[src/rtl/axis_mixer_fs4.sv]
// AXI-Stream fs/4 / fs/2 mixer: N complex lanes in, N real lanes out, two-stage pipeline.
// Define MIXER_SAT_EN to make negation of the most negative sample saturate instead of wrap.
module axis_mixer_fs4 #(
    parameter int N = 16,
    parameter int B = 16
) (
    input  logic               clk,
    input  logic               rst,
    input  logic [N*2*B-1:0]   s_axis_tdata,
    input  logic               s_axis_tvalid,
    output logic               s_axis_tready,
    input  logic               s_axis_tlast,
    output logic [N*B-1:0]     m_axis_tdata,
    output logic               m_axis_tvalid,
    input  logic               m_axis_tready,
    output logic               m_axis_tlast,
    input  logic [1:0]         MODE_REG
);

    typedef enum logic [1:0] {
        MODE_BYPASS = 2'd0,
        MODE_FS2    = 2'd1,
        MODE_FS4P   = 2'd2,
        MODE_FS4N   = 2'd3
    } mode_t;

    localparam logic [1:0] PH_STEP = 2'(N % 4);

    logic             en;
    logic [1:0]       ph;
    mode_t            mode_r;
    logic             s1_valid;
    logic             s1_last;
    logic [N*2*B-1:0] s1_data;
    logic [1:0]       s1_ph;
    mode_t            s1_mode;
    logic [N*B-1:0]   mix_data;

    // One enable for every stage: the pipeline moves as a whole, bubbles included.
    assign en            = !m_axis_tvalid || m_axis_tready;
    assign s_axis_tready = en;

    function automatic logic [B-1:0] negate(input logic [B-1:0] x);
        logic [B:0] n;
        n = -{x[B-1], x};
`ifdef MIXER_SAT_EN
        // Only -(-2^(B-1)) leaves the B-bit range; clamp it to the positive maximum.
        if (n[B] != n[B-1])
            return {1'b0, {(B-1){1'b1}}};
        else
            return n[B-1:0];
`else
        return n[B-1:0];
`endif
    endfunction

    function automatic logic [B-1:0] lane_mix(input mode_t mode, input logic [1:0] p,
                                              input logic [B-1:0] i_s, input logic [B-1:0] q_s);
        logic [B-1:0] y;
        y = i_s;
        case (mode)
            MODE_FS2:  y = p[0] ? negate(i_s) : i_s;
            MODE_FS4P: case (p)
                           2'd0: y = i_s;
                           2'd1: y = negate(q_s);
                           2'd2: y = negate(i_s);
                           default: y = q_s;
                       endcase
            MODE_FS4N: case (p)
                           2'd0: y = i_s;
                           2'd1: y = q_s;
                           2'd2: y = negate(i_s);
                           default: y = negate(q_s);
                       endcase
            default:   y = i_s;
        endcase
        return y;
    endfunction

    // NOTE: every always_comb output gets a default first so no path can infer a latch.
    always_comb begin
        mix_data = '0;
        for (int k = 0; k < N; k++) begin
            mix_data[B*k +: B] = lane_mix(s1_mode, s1_ph + 2'(k),
                                          s1_data[2*B*k +: B], s1_data[2*B*k+B +: B]);
        end
    end

    // NOTE: state uses non-blocking assignments so all registers update from pre-edge values.
    // NOTE: data registers are reset too, since the output bus must read zero after reset.
    always_ff @(posedge clk) begin
        if (rst) begin
            ph            <= 2'd0;
            mode_r        <= mode_t'(MODE_REG);
            s1_valid      <= 1'b0;
            s1_last       <= 1'b0;
            s1_data       <= '0;
            s1_ph         <= 2'd0;
            s1_mode       <= MODE_BYPASS;
            m_axis_tvalid <= 1'b0;
            m_axis_tlast  <= 1'b0;
            m_axis_tdata  <= '0;
        end else if (en) begin
            s1_valid      <= s_axis_tvalid;
            s1_last       <= s_axis_tvalid && s_axis_tlast;
            s1_data       <= s_axis_tdata;
            s1_ph         <= ph;
            s1_mode       <= mode_r;
            m_axis_tvalid <= s1_valid;
            m_axis_tlast  <= s1_last;
            m_axis_tdata  <= mix_data;
            // The accepted beat carries the old phase/mode; updates apply to the next beat.
            if (s_axis_tvalid) begin
                if (s_axis_tlast) begin
                    ph     <= 2'd0;
                    mode_r <= mode_t'(MODE_REG);
                end else begin
                    ph <= ph + PH_STEP;
                end
            end
        end
    end

endmodule

[config.mk]
export PLATFORM = sky130hd
export DESIGN_NAME = axis_mixer_fs4
export DESIGN_NICKNAME = d
export VERILOG_FILES = /design/src/rtl/axis_mixer_fs4.sv
export SDC_FILE = /design/constraint.sdc
export NUM_CORES = 2
export LEC_CHECK = 0
export ABC_AREA = 1
export CELL_PAD_IN_SITES_DETAIL_PLACEMENT = 1
export CELL_PAD_IN_SITES_GLOBAL_PLACEMENT = 2
export CORE_MARGIN = 3
export CORE_UTILIZATION = 29
export CTS_CLUSTER_SIZE = 16
export DETAILED_ROUTE_END_ITERATION = 16
export PLACE_DENSITY = 0.94
export SLEW_MARGIN = 10
export SYNTH_ARGS = -nofsm -noshare
export SYNTH_HDL_FRONTEND = slang
export SYNTH_SLANG_ARGS = --single-unit
[constraint.sdc]
create_clock -name clk -period 2.3 [get_ports clk]
set_input_delay 0.46 -clock clk [delete_from_list [all_inputs] [get_ports clk]]
set_output_delay 0.46 -clock clk [all_outputs]
set_load 0.02 [all_outputs]
==> metrics.md <==
| Metric | Value |
|---|---|
| Status | `finished, final reports clean` |
| CP Class | `reg2out` |
| Site row count | `120` |
| RSZ-0062 raised after global routing | `false` |
| Placed Area | `40500 um^2` |
| FMAX | `447 MHz` |
| Initial antenna violation count | `40` |
| Via density | `5.02` |
| Busiest grt layer | `met2` |
| CTS Buffer Depth | `3` |
| Post-synth net total | `5333` |
| Dominant cell type by area after synthesis | `dfxtp_1` |
| Initial Utilization | `29.4%` |
| Pwr per Cell Area | `759 nW/um^2` |
| Part of the power in combinational logic | `20.3%` |
| Period Utilization, post-route | `97.2%` |
| Final Util | `40.2%` |
| Post-synth EDFFs | `2` |
| Max-slew violations | `0` |
| CP delay by family, top | `buffers and inverters` |
| Chip height | `337 um` |
| Synth cell types | `41` |
| CTS tree | `yes` |
| Worst slew pin tran | `0.658 ns` |
| Num Clock Sinks | `648` |
| Core area | `108000 um^2` |
| Worst Setup Start Kind | `flip-flop` |
| 1st-pass router iterations | `5` |
| WP data arrival | `1.77 ns` |
| Clock power frac | `40.8%` |
| Total Power | `32.9 mW` |
| CP required | `1.84 ns` |
| Mapped Area | `31700 um^2` |
| Largest net degree at the start of global routing | `91` |
| DRT Wirelength | `138000 um` |
| Share of layout cells above drive strength 1 | `6.19%` |
| Reg clk slew, reported paths | `0.05 ns` |
| Congestion Overflow GR | `0` |
| Ys flop type | `dfxtp_1` |
| Buf+Inv Stages, Crit Path | `1` |
| Placed cells | `6737` |
| Hold buffers post-CTS | `0` |
| Count leader, synth | `nor2_1` |
| Design area | `43300 um^2` |
| Synth warn | `0` |
| Later-pin clock latency in the skew report | `0.66 ns` |
| H-tree depth reported by CTS | `3` |
| Layout area overhead | `36.5%` |
| Cell breakdown of the critical path | `clkdlybuf4s50_1` |
| I/O Buffers | `649` |
| Main area contributors after synthesis | `dfxtp_1, o21ai_0, nor2_1, nand2_1, nand3_1` |
| Die area | `113000 um^2` |
| Wire length per cell | `20.0 um` |
| Global-route wire length before repair | `207000 um` |
| Sw Ratio | `30.5%` |
| Vias in the first global route | `35400` |
| CTS Buf Count | `80` |
| Min Tclk post-route | `2.23 ns` |
| Seq/Total Area, Yosys | `40.9%` |
| GRT Util Overall | `23.5%` |
| M2 GR Usage | `39.1%` |
| Cell Int Power | `22.9 mW` |
| Root Buffer | `clkbuf_16` |
| Ys async rst share | `0%` |
| Skew final | `0.0363 ns` |
| Fill count | `13600` |
| Slowest cell on the critical path | `clkdlybuf4s50_1` |
| Initial DRC Count | `1741` |
| #FFs+latches synth | `648` |
| Worst-path fanout max | `2` |
| Leakage | `19.0 nW` |
| Worst slew margin | `56.2%` |
| Syn Inst Count | `4794` |
| GPL Wtd Cong | `0.867` |
| Max-Cap Viols | `0` |
| Met1 usage | `28.4%` |
| DR DRC count | `0` |
| Vias | `34700` |
| IO Count | `778` |
| Crit path capture type | `output port` |
| Synthesized area per cell | `6.62 um^2` |
| Slowest stage delay, CP | `0.80 ns` |
| Post-Layout Cell Count | `6903` |
| Die W | `337 um` |
| Top-area cell type share of the netlist area | `40.7%` |
| Synth cell count leaders | `nor2_1, o21ai_0, dfxtp_1` |
| Layout Nets | `5956` |
| Final Setup Violations | `0` |
| Switching pwr | `10.0 mW` |
| Hold Crit Class | `in2reg` |
| DP HPWL | `104000 um` |
| Maximum vdd drop | `521 uV` |
| Sequential share of power | `38.9%` |
| Final ANT Viol Nets | `0` |
| Final Hold Fails | `0` |
| Met3 GRT Util | `7.24%` |
## final cells by class
cell class	instances	area [um^2]	share of cell area (%)
Clock inverter	23	397	0.916
Tap cell	1403	1760	4.05
Multi-Input combinational cell	3388	15600	36.1
Sequential cell	648	13000	30.0
Clock buffer	121	2410	5.56
Antenna cell	21	52.6	0.121
Timing Repair Buffer	821	8260	19.1
Inverter	478	1820	4.19
## metrics by stage
stage	setup WS, ns	setup TNS, ns	hold slack [ns]
final	0.0652	0	0.366
after floorplan	0.686	0	0.436
after global routing	0.00214	0	0.332
after CTS	0.000546	0	0.303
after detailed placement	-0.114	-3.01	0.466
after global placement	-0.0843	-1.05	0.453
## cell usage in the layout, fill, tap and decap left out, types with 4 or more instances in the layout
master,count
clkinv_2,10
a31oi_1,16
clkdlybuf4s50_1,630
a21o_1,4
inv_2,7
diode_2,21
nand2_1,645
a21oi_1,442
inv_1,465
ha_1,20
dlygate4sd2_1,13
nor2_2,4
xor2_1,20
nand3_1,468
bufinv_16,7
clkbuf_8,21
o21ai_1,22
a22oi_1,4
or2_2,12
xnor2_1,5
o211ai_1,41
buf_4,135
o221ai_1,8
clkbuf_16,82
o21ai_2,4
clkbuf_1,18
nand4_1,16
dlymetal6s2s_1,4
o21bai_1,13
o21ai_0,749
buf_12,39
dfxtp_1,643
nor3_1,9
nor2_1,871
## power by group through the flow
| stage | combinational, mW | sequential [mW] | clock, mW |
|---|---|---|---|
| 4_1_cts | 6.73 | 12.8 | 13.8 |
| 2_1_floorplan | 3.08 | 13.3 | 0 |
| 3_5_place_dp | 6.69 | 13.0 | 0 |
| 5_1_grt | 7.40 | 12.9 | 14.2 |
| 6_report | 6.67 | 12.8 | 13.4 |
| 3_3_place_gp | 6.58 | 13.0 | 0 |
## path summary, 6_finish.rpt
check                         from           endpoint  slack (ns)  cells past startpoint
hold / removal         MODE_REG[1]          mode_r[1]        0.37                      1
setup reg to reg      s1_data[224]  m_axis_tdata[124]        0.32                      9
setup / recovery  m_axis_tdata[90]   m_axis_tdata[90]        0.07                      1
hold reg to reg            s1_last            s1_last        0.47                      2
## metal layers
metal	up-vias	share of wire [%]
met1	16600	42
met3	242	7.5
met4	30	3.4
met2	789	47
li1	17000	-
met5	-	0.15
## sequential cells by signal, summed over array words and instances, names as in the netlist
signal / count
m_axis_tvalid: 1
s1_data: 384
m_axis_tlast: 1
s1_mode: 2
s1_last: 1
s1_valid: 1
m_axis_tdata: 256
mode_r: 2
## cells by family after synthesis
group	count (synthesis)	share of synthesized area [%]
xor+xnor	25	0.690
fa+ha+maj	20	0.788
simple gates	2035	26.4
buf+inv	758	9.85
compound gates	1308	21.4
flops	648	40.9
## what timing repair did
action	CTS	global route
buffers inserted	1	0
endpoints found under the setup margin	14	4
resized for setup	15	4
pin swaps	1	0
Power figures use the tool's default switching activity.
